===== config.mk =====
export PLATFORM = sky130hd
export DESIGN_NAME = if_fetch_stage
export DESIGN_NICKNAME = d
export VERILOG_FILES = /design/src/rtl/if_fetch_stage.sv
export SDC_FILE = /design/constraint.sdc
export NUM_CORES = 1
export LEC_CHECK = 0
export CAP_MARGIN = 5
export CORE_ASPECT_RATIO = 1.25
export CORE_MARGIN = 5
export CORE_UTILIZATION = 30
export CTS_BUF_LIST = sky130_fd_sc_hd__clkbuf_8
export DETAILED_ROUTE_END_ITERATION = 10
export HOLD_SLACK_MARGIN = 0.08
export PLACE_DENSITY = 0.55
export SETUP_SLACK_MARGIN = 0.3
export SLEW_MARGIN = 0
export SYNTH_ARGS = -nofsm -noshare
export SYNTH_HDL_FRONTEND = slang
export SYNTH_SLANG_ARGS = --single-unit

===== constraint.sdc =====
create_clock -name clk -period 5.65 [get_ports clk]
set_input_delay 0.565 -clock clk [delete_from_list [all_inputs] [get_ports clk]]
set_output_delay 0.565 -clock clk [all_outputs]
set_load 0.05 [all_outputs]

===== src/rtl/if_fetch_stage.sv =====
// Instruction-fetch stage: PC, single-outstanding imem handshake, FIFO of {pc, instr} feeding decode.
// Optional build macro IF_PERF_CNT_EN adds perf_fetched / perf_flushed counters.
module if_fetch_stage #(
   parameter logic [31:0] RESET_PC   = 32'h0000_0000,
   parameter int          FIFO_DEPTH = 2,
   parameter logic [31:0] NOP_INSTR  = 32'h0000_0013
) (
   input  logic        clk,
   input  logic        rst_n,
   input  logic        stall_in,
   input  logic        redirect_valid,
   input  logic [31:0] redirect_pc,
   output logic        imem_req,
   output logic [31:0] imem_addr,
   input  logic        imem_gnt,
   input  logic        imem_rvalid,
   input  logic [31:0] imem_rdata,
   output logic        instr_valid_out,
   output logic [31:0] instr_out,
   output logic [31:0] pc_out
`ifdef IF_PERF_CNT_EN
   ,
   output logic [31:0] perf_fetched,
   output logic [31:0] perf_flushed
`endif
);

   localparam int               PTR_W   = $clog2(FIFO_DEPTH);
   localparam int               CNT_W   = PTR_W + 1;
   localparam logic [CNT_W-1:0] DEPTH_C = CNT_W'(FIFO_DEPTH);

   localparam logic [1:0] S_IDLE = 2'd0;
   localparam logic [1:0] S_REQ  = 2'd1;
   localparam logic [1:0] S_WAIT = 2'd2;

   logic [1:0]       state_q, state_d;
   logic [31:0]      pc_q, pc_d;
   logic [31:0]      req_pc_q;
   logic             drop_q, drop_d;
   logic [31:0]      fifo_instr [FIFO_DEPTH];
   logic [31:0]      fifo_pc    [FIFO_DEPTH];
   logic [PTR_W-1:0] wr_ptr_q, rd_ptr_q;
   logic [CNT_W-1:0] count_q, count_d;
   logic [31:0]      last_pc_q;
   logic             push, pop;

   assign instr_valid_out = (count_q != '0);
   assign instr_out       = instr_valid_out ? fifo_instr[rd_ptr_q] : NOP_INSTR;
   assign pc_out          = instr_valid_out ? fifo_pc[rd_ptr_q] : last_pc_q;
   assign imem_req        = (state_q == S_REQ);
   assign imem_addr       = pc_q;

   // A redirect squashes both ends of the buffer in the cycle it is seen.
   assign pop  = instr_valid_out && !stall_in && !redirect_valid;
   assign push = (state_q == S_WAIT) && imem_rvalid && !drop_q && !redirect_valid;

   always_comb begin
      count_d = count_q + CNT_W'(push) - CNT_W'(pop);
      if (redirect_valid) count_d = '0;
   end

   // Fetch control: a request is only raised when the returned word is guaranteed a FIFO slot.
   always_comb begin
      state_d = state_q;
      pc_d    = pc_q;
      drop_d  = drop_q;
      if (redirect_valid) begin
         pc_d = {redirect_pc[31:2], 2'b00};
         if ((state_q == S_WAIT && !imem_rvalid) || (state_q == S_REQ && imem_gnt)) begin
            drop_d  = 1'b1;
            state_d = S_WAIT;
         end else begin
            drop_d  = 1'b0;
            state_d = S_REQ;
         end
      end else begin
         case (state_q)
            S_IDLE: begin
               if (count_q < DEPTH_C) state_d = S_REQ;
            end
            S_REQ: begin
               if (imem_gnt) begin
                  pc_d    = pc_q + 32'd4;
                  state_d = S_WAIT;
               end
            end
            S_WAIT: begin
               if (imem_rvalid) begin
                  drop_d  = 1'b0;
                  state_d = (count_d < DEPTH_C) ? S_REQ : S_IDLE;
               end
            end
            default: state_d = S_IDLE;
         endcase
      end
   end

   always_ff @(posedge clk or negedge rst_n) begin
      if (!rst_n) begin
         state_q   <= S_IDLE;
         pc_q      <= {RESET_PC[31:2], 2'b00};
         drop_q    <= 1'b0;
         count_q   <= '0;
         wr_ptr_q  <= '0;
         rd_ptr_q  <= '0;
         last_pc_q <= '0;
      end else begin
         state_q   <= state_d;
         pc_q      <= pc_d;
         drop_q    <= drop_d;
         count_q   <= count_d;
         last_pc_q <= pc_out;
         if (redirect_valid) begin
            wr_ptr_q <= '0;
            rd_ptr_q <= '0;
         end else begin
            if (push) wr_ptr_q <= wr_ptr_q + PTR_W'(1);
            if (pop)  rd_ptr_q <= rd_ptr_q + PTR_W'(1);
         end
      end
   end

   // Buffer storage: the PC travels with its word so decode never reconstructs it.
   always_ff @(posedge clk) begin
      if (state_q == S_REQ && imem_gnt) req_pc_q <= pc_q;
      if (push) begin
         fifo_instr[wr_ptr_q] <= imem_rdata;
         fifo_pc[wr_ptr_q]    <= req_pc_q;
      end
   end

`ifdef IF_PERF_CNT_EN
   logic resp_discard;
   assign resp_discard = (state_q == S_WAIT) && imem_rvalid && (drop_q || redirect_valid);

   always_ff @(posedge clk or negedge rst_n) begin
      if (!rst_n) begin
         perf_fetched <= '0;
         perf_flushed <= '0;
      end else begin
         if (push) perf_fetched <= perf_fetched + 32'd1;
         perf_flushed <= perf_flushed + (redirect_valid ? 32'(count_q) : 32'd0)
                         + 32'(resp_discard);
      end
   end
`endif

endmodule


==> results.py <==
metrics = {
    "flow_run": {
        "drv.max_cap_violation_count": 0,
    },
    "timing": {
        "period_minus_slack_ns": 3.698,
        "finalClockSkew_ns": 0.02153,
        "grt_setup_unrepaired": "no",
        "setup_tns_ns": 0,
        "final.hold.worst_slack_ns": 0.4394,
        "maxSlewHeadroom_pct": 36.98,
        "max_clock_freq_ghz": 0.2704,
        "layout_worst_path_cycle_share_pct": 65.45,
        "setup_viol": 0,
        "report.final.hold_viol_count": 0,
        "max_slew.worst_pin.slew_ns": 0.9431,
        "slew_violations": 0,
    },
    "worst_setup_path": {
        "critical_path_arrival_ns": 3.13,
        "timing.critical_path.to_type": "output port",
        "critPathLaunchType": "flop",
        "crit_slowest_cell": "clkdlybuf4s50_1",
        "crit_path_max_incr_delay_ns": 0.83,
        "timing.setup.critical_path_class": "flop to output port",
        "required_time_at_the_endpoint_of_the_critical_path_ns": 5.09,
        "worst_path_cell_chain": "buf_4, mux2i_1, nor2_1, clkdlybuf4s50_1",
        "cp_top_family": "buffers and inverters",
        "worstPathBufferInverterCount": 2,
        "top_fanout_value_on_the_critical_path": 34,
    },
    "clock_tree": {
        "clock_sinks": 223,
        "clock_tree_from_tritoncts": "done",
        "ctsLongestPathBuffers": 3,
        "cts-hold-fix-buffers": 1,
        "clk_root_buffer_cell": "clkbuf_8",
        "htree_num_levels": 2,
        "cts.repair_timing.setup_buffer_count": 0,
        "worst_skew_pair.late_latency_ns": 0.51,
        "cts.repair.resized": 0,
        "cts_inserted_buffers": 38,
        "cts.clk_slew.worst_paths_ns": 0.06,
    },
    "synthesis": {
        "yosys_warnings": 0,
        "synth_sequential_area_ratio_pct": 73.91,
        "netlist_area_sq_um": 8593,
        "synth_top_cell_area_share_pct": 53.81,
        "synth_area_per_cell_sq_um": 14.69,
        "yosys.area.top_type": "edfxtp_1",
        "netlist-cell-type-count": 38,
        "synthCells": 585,
        "top_area_cells_in_the_synthesized_netlist": "edfxtp_1 (54%), dfrtp_1 (20%), mux2i_1 (7.3%), nand2_1 (3.3%), o21ai_0 (3.0%)",
        "synth-seq-cells": 223,
    },
    "global_route": {
        "groute.layer.met2.usage_pct": 21.23,
        "grt_use_met3_pct": 2.765,
        "grt-ovfl-total": 0,
        "globalRouteMet1Util_pct": 14.41,
        "grt_busiest_layer": "met2",
        "grt_pass1_vias": 5359,
        "grt_use_total_pct": 12.00,
        "grt_first_pass_wirelength_um": 30320,
        "grt_antenna_before_repair": 0,
        "pin_count_of_the_biggest_net_entering_global_routing": 96,
    },
    "routing": {
        "num_vias": 5120,
        "routed_via_density": 4.437,
        "final_antenna_net_count": 0,
        "drc_errors": 0,
        "finalWirelength_um": 19510,
        "initialDrtViolationCount": 258,
        "dr.pass1.iters": 4,
        "route.detailed.wl_per_inst_um": 16.91,
    },
    "run_status": {
        "status": "finished clean",
    },
    "final_layout": {
        "antenna_cells_inserted": 0,
        "post-route-util_pct": 40.23,
        "finish.cell_count_without_fillers": 1154,
        "areaGrowthSynthToFinish_pct": 32.56,
        "layout_common_cells": "clkdlybuf4s50_1 (161), edfxtp_1 (154), nand2_1 (75)",
        "post_route_cells_drive_above_1_share_pct": 9.637,
        "mostFrequentLayoutCell": "clkdlybuf4s50_1",
        "fin_nets": 842,
    },
    "floorplan": {
        "core_region_area_sq_um": 28320,
        "floorplan.die.height_um": 199.2,
        "floorplan.die_area_sq_um": 32150,
        "die_w_um": 161.4,
        "rows": 69,
        "start_util_pct": 30.35,
        "design.portCount": 168,
    },
    "power": {
        "irDropWorstVdd_mv": 0.1760,
        "power.leakage_uw": 0.004063,
        "power_per_cell_area_nw_per_um2": 424.5,
    },
    "worst_hold_path": {
        "min-delay-path-class": "flop to flop",
    },
    "place": {
        "dp_hpwl_um": 12740,
        "gp_congestion": 0.7153,
        "portBuffers": 163,
        "number_of_placed_instances_taps_included": 1083,
    },
}
==> state kept, by name (all words and copies together) (netlist names) <==
signal      count
count_q         2
drop_q          1
fifo_instr     64
fifo_pc        60
imem_addr      30
last_pc_q      32
rd_ptr_q        1
req_pc_q       30
state_q         2
wr_ptr_q        1
==> metrics by stage <==
step	power (uW)	instance area [sq um]	setup WS [ns]
after detailed placement	3462	10610	2.202
final	4835	11390	1.952
after global routing	5070	11390	1.764
after CTS	4924	11390	1.840
after floorplan	2947	8597	1.532
after global placement	3446	10610	2.226
==> worst reg2reg max path, stage by stage, from the launching register on <==
cell      delay, ns
dfrtp_1        0.47
nand3b_1       0.23
or3_1          0.43
nor2_4         0.75
buf_4          0.56
==> synthesized netlist by cell type, drive strengths merged <==
| cell | n |
|---|---|
| mux2i | 63 |
| mux2 | 1 |
| dfrtp | 69 |
| xor2 | 27 |
| conb | 1 |
| a21oi | 2 |
| ha | 3 |
| edfxtp | 154 |
| nand4 | 12 |
| nor4 | 1 |
| nand4b | 3 |
| clkbuf | 19 |
| buf | 10 |
| nor2 | 37 |
| and2 | 2 |
| nor3 | 4 |
| nor2b | 2 |
| or3 | 3 |
| o21ai | 65 |
| nand2 | 75 |
| nand3 | 8 |
| nand2b | 1 |
| inv | 5 |
| a221o | 1 |
| and3 | 6 |
| and4 | 3 |
| xnor2 | 4 |
| nand3b | 2 |
| a31oi | 1 |
| or4 | 1 |
==> cell type report <==
type,count,area (sq um)
clock buffers,43,591.8
inverters,5,18.77
fillers,2680,16930
repair buffers,172,1692
multi-input cells,329,2115
clock inverters,27,175.2
flip-flops and latches,223,6355
well taps,355,444.2
==> worst paths after layout <==
path | to | slack, ns | cells after the start | startpoint
setup / recovery | instr_out[5] | 1.95 | 4 | rd_ptr_q
hold / removal | fifo_pc[1][13] | 0.44 | 0 | req_pc_q[13]
setup reg to reg | fifo_instr[0][27] | 2.78 | 4 | state_q[0]
hold reg to reg | fifo_pc[1][13] | 0.44 | 0 | req_pc_q[13]
max in group asynchronous | rd_ptr_q | 3.90 | 3 | rst_n
min in group asynchronous | imem_addr[6] | 0.54 | 2 | rst_n
==> cell families (layout without fill, tap and decap cells) <==
group                      after synthesis  after routing  synth area share (%)
AOI/OAI and AO/OA                       69             69                 4.091
xor gates and xnor gates                31             31                 3.160
adders and majority gates                3              3                0.4369
buffers and inverters                   34            247                 1.791
DFF                                    223            223                 73.91
muxes                                   64             64                 7.469
other                                    1              2               0.04364
and+or+nand+nor                        160            160                 9.100
==> report_power, final <==
part	switching [uW]	internal (uW)
registers	115	1990
logic	897	404
clock network	631	797
==> metal layers <==
| metal | vias up | routed length, um |
|---|---|---|
| met5 | - | 0 |
| met1 | 2471 | 8215 |
| met3 | 31 | 925 |
| met4 | 0 | 447 |
| li1 | 2492 | - |
| met2 | 126 | 9921 |
Note: power is estimated with default switching activity, not from simulation.
